===== src/rtl/demux_4bits_reg.sv =====
// Registered 1-to-4 demux: each accepted word is steered into a one-entry holding register per channel.
// Latency: 1 cycle from input transfer to out_valid; full throughput via same-edge load and drain.
// Backpressure: in_ready is combinational per selected channel only; `DEMUX_STATS_EN adds out_cnt.
module demux_4bits_reg #(
    parameter int WIDTH = 4
) (
    input  logic                 clk,
    input  logic                 rst_n,
    input  logic                 in_valid,
    output logic                 in_ready,
    input  logic [WIDTH-1:0]     in_data,
    input  logic [1:0]           in_sel,
    output logic [3:0]           out_valid,
    input  logic [3:0]           out_ready,
    output logic [4*WIDTH-1:0]   out_data
`ifdef DEMUX_STATS_EN
    ,
    output logic [31:0]          out_cnt
`endif
);

    logic [3:0]       valid_q;
    logic [WIDTH-1:0] data_q [4];
    logic [3:0]       load;
    logic [3:0]       drain;

    // A full channel still accepts when its consumer drains on the same edge.
    assign in_ready = !valid_q[in_sel] || out_ready[in_sel];
    assign drain    = valid_q & out_ready;

    always_comb begin
        load = '0;
        if (in_valid && in_ready) begin
            load[in_sel] = 1'b1;
        end
    end

    always_ff @(posedge clk or negedge rst_n) begin
        if (!rst_n) begin
            valid_q <= '0;
            for (int i = 0; i < 4; i++) begin
                data_q[i] <= '0;
            end
        end else begin
            for (int i = 0; i < 4; i++) begin
                if (load[i]) begin
                    data_q[i]  <= in_data;
                    valid_q[i] <= 1'b1;
                end else if (drain[i]) begin
                    valid_q[i] <= 1'b0;
                end
            end
        end
    end

    assign out_valid = valid_q;

    for (genvar g = 0; g < 4; g++) begin : g_out
        assign out_data[g*WIDTH +: WIDTH] = data_q[g];
    end

`ifdef DEMUX_STATS_EN
    logic [7:0] cnt_q [4];

    always_ff @(posedge clk or negedge rst_n) begin
        if (!rst_n) begin
            for (int i = 0; i < 4; i++) begin
                cnt_q[i] <= '0;
            end
        end else begin
            for (int i = 0; i < 4; i++) begin
                if (drain[i]) begin
                    cnt_q[i] <= cnt_q[i] + 8'd1;
                end
            end
        end
    end

    for (genvar g = 0; g < 4; g++) begin : g_cnt
        assign out_cnt[g*8 +: 8] = cnt_q[g];
    end
`endif

endmodule


===== config.mk =====
export PLATFORM = sky130hd
export DESIGN_NAME = demux_4bits_reg
export DESIGN_NICKNAME = d
export VERILOG_FILES = /design/src/rtl/demux_4bits_reg.sv
export SDC_FILE = /design/constraint.sdc
export NUM_CORES = 1
export LEC_CHECK = 0
export CAP_MARGIN = 30
export CORE_MARGIN = 4
export CORE_UTILIZATION = 36
export DETAILED_ROUTE_END_ITERATION = 6
export MAX_ROUTING_LAYER = met4
export PLACE_DENSITY_LB_ADDON = 0.25
export REMOVE_ABC_BUFFERS = 1
export SLEW_MARGIN = 25
export SYNTH_ARGS = -nofsm -noshare
export SYNTH_HDL_FRONTEND = slang
export SYNTH_SLANG_ARGS = --single-unit

===== constraint.sdc =====
create_clock -name clk -period 1.07 [get_ports clk]
set_input_delay 0.214 -clock clk [delete_from_list [all_inputs] [get_ports clk]]
set_output_delay 0.214 -clock clk [all_outputs]
set_load 0.02 [all_outputs]

Word-level counts from Yosys, hierarchy flattened
Index checks and enable logic that the tools add are counted.
{"block": "word_totals", "reg_bits": 20, "word_cells": 34, "inputBits": 13}
{"block": "classes", "muxes": 15, "n_reduce_logical": 8, "bitwise": 1, "magnitude_cmp": 2}
{"cell": "1-bit two-way mux", "n": 11}
{"cell": "2-bit nonzero test", "n": 4}
{"cell": "4-bit AND", "n": 1}
{"cell": "1-bit binary-select mux with 2-bit select", "n": 2}
{"cell": "4-bit two-way mux", "n": 1}
{"cell": "2-bit by 3-bit < comparator with 1-bit output (second input constant)", "n": 1}
{"cell": "1-bit demux with 2-bit select", "n": 1}
{"cell": "2-bit by 1-bit >= comparator with 1-bit output (second input constant)", "n": 1}
{"cell": "1-bit logical AND", "n": 2}
{"cell": "1-bit zero test", "n": 1}
{"cell": "1-bit logical OR", "n": 1}

Logic depth before layout (Yosys ltp)
{"block": "depth", "ltp_word": 7, "depth_mapped": 4}

Worst setup path after synthesis
OpenSTA, ideal clock, no wires.
{"block": "synth_path", "path_kind": "register -> register", "start": "reg valid_q[2], in the netlist out_valid[2]", "end": "reg data_q (netlist bit out_data[10])", "path_slack_ps": -229, "t_arrival_ps": 1174, "path_buffers": 0, "period_less_slack_ps": 1299, "setup_ps": 125, "path_stages_with_launch": 4, "path_cell_list": "dfrtp_1 -> nand2b_1 -> nor3b_2 -> mux2_2"}
{"block": "synth_via", "elab_chain_cells": 6}
{"item": "start: declaration", "line": "22", "text": "logic [3:0] valid_q;"}
{"item": "start signal: assignment", "line": "40", "text": "valid_q <= '0;"}
{"item": "start signal: indexed assignment", "line": "48", "text": "valid_q[i] <= 1'b1;"}
{"item": "start signal: indexed assignment", "line": "50", "text": "valid_q[i] <= 1'b0;"}
{"item": "1-bit binary-select mux with 2-bit select", "line": "28", "text": "assign in_ready = !valid_q[in_sel] || out_ready[in_sel];"}
{"item": "1-bit two-way mux (implied by the code)", "line": "28"}
{"item": "1-bit zero test", "line": "28"}
{"item": "1-bit logical OR", "line": "28"}
{"item": "1-bit logical AND", "line": "33", "text": "if (in_valid && in_ready) begin"}
{"item": "4-bit two-way mux", "line": "33"}
{"item": "end signal: indexed assignment", "line": "47", "text": "data_q[i] <= in_data;"}
{"item": "end: declaration", "line": "23", "text": "logic [WIDTH-1:0] data_q [4];"}
Every way passes these cells. The select of a mux whose other input is x is not followed.
A chain may end at the register's enable or synchronous reset.

Worst setup path after layout
{"block": "layout_path", "start": "in out_ready[3]", "end": "out in_ready"}
{"block": "layout_via", "elab_chain_cells": 3}
{"item": "start: declaration", "line": "14", "text": "input logic [3:0] out_ready,"}
{"item": "1-bit binary-select mux with 2-bit select", "line": "28"}
{"item": "1-bit two-way mux (implied by the code)", "line": "28"}
{"item": "1-bit logical OR", "line": "28"}
{"item": "end: declaration", "line": "10", "text": "output logic in_ready,"}
Every way passes these cells. The select of a mux whose other input is x is not followed.

==> impl_summary.md <==
Layout
The repair_antennas step left the layout with diodes totalling 0. For this run, the number of standard cells in the final layout without fillers is 136. The final cell area excluding filler cells is 1460 sq um. In the final design database the tool counted 124 nets.

The relative area change from synthesis to final layout is 81.9%. The post-route netlist has 63.3% of its cells at a drive strength greater than 1.

Placement
In this run the cell area measured after placement is 1240 sq um. The total placed cells including tap cells is 122. The count of buffers inserted at the top-level ports is 33. The congestion estimate from routability-driven global placement came to 0.769. OpenSTA, run right after detailed placement, puts the worst setup slack at -0.928 ns. Detailed placement finished with a half-perimeter wire length of 1330 um.

Synth
Averaged over all synthesized cells, the footprint is 14.9 sq um. Sorting the synthesized cells by how often they occur yields sky130_fd_sc_hd__dfrtp_1, sky130_fd_sc_hd__mux2_2, sky130_fd_sc_hd__nand2_1. Yosys printed 0 warnings. The cell count after synthesis came out at 54.

The share of async-settable or async-resettable flops after synthesis is 100%. Sequential cells were found to cover 62.3% of the synthesized design area. The synthesized design contains 0 enable-type register cells.

After synthesis, the largest area contributor takes up 62.3% of total cell area. The mapped netlist covers 803 sq um. The most area-hungry cell type in the Yosys netlist is sky130_fd_sc_hd__dfrtp_1. The number of different library cells used by synthesis comes to 13. Yosys attributes the largest share of cell area to sky130_fd_sc_hd__dfrtp_1, sky130_fd_sc_hd__mux2_2, sky130_fd_sc_hd__nand2b_1. The primary flip-flop cell chosen by synthesis mapping is sky130_fd_sc_hd__dfrtp_1. The most instantiated library cell after synthesis is sky130_fd_sc_hd__dfrtp_1. The flip-flop and latch count after synthesis is 20.

Timing
The ratio of final minimum period to clock period is 149%. For this run, the top clock speed supported by timing is 0.625 GHz. The final number of hold-violating endpoints is 0.

The final number of setup-violating endpoints is 21. Setup repair after global routing could not meet its margin everywhere. For the final routed database, the setup TNS stands at -3.75 ns.

The count of pins over their slew limit was 0. For the pin with the worst max-slew slack, the measured transition is 0.212 ns. In this run the tightest slew margin relative to its limit is 85.8%.

The shortest clock period the worst path allows after layout is 1.60 ns. Across the routed clock network, the largest skew measured is 0.000383 ns. In the post-route analysis, the smallest setup slack over all paths is -0.529 ns.

Die
The die covers 3050 sq um. The effective utilization at floorplan is 39.3%. The vertical die dimension is 55.2 um.

Pin placement for this block handled 34 I/O pins. Row generation in the floorplan step produced 16 rows. The die width is 55.2 um.

The region available for standard cell placement spans 2040 sq um.

Pwr
The fraction of power consumed by the clock network is 15.1%. The worst-case IR drop observed on VDD is 1310 uV. For this design the total switching power over the nets is 683 uW. The switching fraction of total power is 30.0%. The analysis attributes to cell leakage a power of 0.724 nW.

The power per cell area is 1560 nW/um^2. Combinational logic is responsible for 41.1% of the overall power. Of the total power, registers draw 43.9%. The internal power component is 1.60 mW.

Global routing
The initial antenna violation count is 0. The wire length of the first global-routing pass is 3440 um. The pin count of the biggest net entering global routing is 21.

The total routing resource utilization after global routing is 15.1%. The number of global-route vias before repair is 697. The leftover overflow at the end of global routing is 0.

CTS
The later-pin clock latency in the skew report is 0.29 ns. TritonCTS built the clock tree. The clock-pin slew of the registers on the worst-case setup and hold paths is 0.10 ns. The number of sinks on the clock net is 20. The cell chosen for the clock root is sky130_fd_sc_hd__clkbuf_4. The quantity of hold-fixing buffers added after cts is 0. In this run the number of H-tree levels came out at 1. The total CTS buffers is 3.

The maximum buffer depth of the clock tree is 2.

Routing
After detailed routing, the number of vias per cell comes to 4.83. Across all layers, the routed design uses 657 vias. The average wire per standard cell is 14.9 um. The first detailed-routing pass took 3 iterations. For this block, the initial DRC count from the detailed router was 1. For this run, design rule violations remaining after detail routing come to 0.

In this run the remaining antenna-violating nets after routing total 0. For this block, the routed nets add up to 2020 um of wire.

Setup path
The worst setup path is launched from a primary input. The worst setup path category is in2out. At the worst endpoint, the arrival time is 1.38 ns.

The largest fanout on the critical path is 3. The critical path data required time is 0.86 ns. The capturing element type of the critical path is a primary output.

Run status
The final reports fail on negative setup slack. The run finished, with violations left.

Worst hold path
In this run the worst hold path is classified as in2async.

Flow run
Max-cap violations in this run came to 0.
worst max-delay path: stages:
cell	delay (ns)
sky130_fd_sc_hd__clkdlybuf4s50_1	0.41
sky130_fd_sc_hd__nand2b_4	0.15
sky130_fd_sc_hd__mux4_2	0.47
sky130_fd_sc_hd__buf_6	0.15
registers in the layout, indices dropped and copies added (netlist names):
name / flops
out_valid: 4
out_data: 16
per-layer routing:
layer	track usage, %	share of wire [%]	routed length, um
met1	17.7	43	861
met2	23.5	50	1010
met3	5.36	6.4	129
met4	6.25	1.2	24
met5	-	0	0
through the flow:
stage,utilization [%],power [mW],hold slack [ns]
global placement,60.8,1.71,0.489
floorplan,-,1.31,-0.0816
finish,71.6,2.28,0.255
detailed placement,60.8,1.73,0.498
global route,71.6,2.40,0.246
CTS,65.5,2.11,0.256
cells in the final DEF (no fill, tap or decap), types with 2 or more instances in the layout:
cell	Yosys	layout
sky130_fd_sc_hd__buf_4	0	13
sky130_fd_sc_hd__clkdlybuf4s50_1	0	7
sky130_fd_sc_hd__nand2b_4	0	4
sky130_fd_sc_hd__dlygate4sd2_1	0	5
sky130_fd_sc_hd__clkbuf_4	0	3
sky130_fd_sc_hd__mux2_2	16	5
sky130_fd_sc_hd__mux2_4	0	11
sky130_fd_sc_hd__dfrtp_1	20	20
sky130_fd_sc_hd__buf_2	1	2
sky130_fd_sc_hd__buf_6	0	25
sky130_fd_sc_hd__nand2_1	5	5
cells by family (layout without fill, tap and decap cells):
| kind of cell | Yosys count | count (layout) | share of synthesized area [%] |
|---|---|---|---|
| AOI/OAI and AO/OA | 1 | 1 | 0.622 |
| buffers and inverters | 1 | 56 | 0.622 |
| DFF | 20 | 20 | 62.3 |
| muxes | 17 | 17 | 25.2 |
| and+or+nand+nor | 15 | 15 | 11.2 |
what timing repair did:
| action | 4_1_cts | 5_1_grt |
|---|---|---|
| setup endpoints to repair | 38 | 37 |
| hold endpoints to repair | 0 | 0 |
| pin swaps | 2 | 0 |
| resized for setup | 125 | 27 |
| buffers inserted | 7 | 7 |
power by group through the flow:
| stage | clock [mW] | combinational [mW] | sequential [mW] |
|---|---|---|---|
| 2_1_floorplan | 0 | 0.154 | 1.15 |
| 3_3_place_gp | 0 | 0.740 | 0.974 |
| 3_5_place_dp | 0 | 0.751 | 0.979 |
| 4_1_cts | 0.358 | 0.777 | 0.979 |
| 5_1_grt | 0.396 | 0.990 | 1.02 |
| 6_report | 0.343 | 0.936 | 1.00 |
final cells by class:
| type | instances | area, sq um |
|---|---|---|
| Timing Repair Buffer | 53 | 523 |
| Fill cell | 154 | 581 |
| Sequential cell | 20 | 500 |
| Multi-Input combinational cell | 33 | 382 |
| Tap cell | 27 | 33.8 |
| Clock buffer | 3 | 22.5 |
worst paths after layout:
kind / to / slack [ns] / depth (start not counted) / start
worst max-delay path: in_ready / -0.53 / 4 / out_ready[3]
worst min-delay path: out_valid[1] / 0.26 / 2 / rst_n
worst max register to register: out_data[9] / -0.25 / 5 / out_valid[2]
worst min register to register: out_data[13] / 0.54 / 1 / out_data[13]
max in group asynchronous: out_data[4] / 0.69 / 2 / rst_n
min in group clk: out_valid[2] / 0.42 / 4 / out_ready[2]
(Power assumes the default switching activity.)
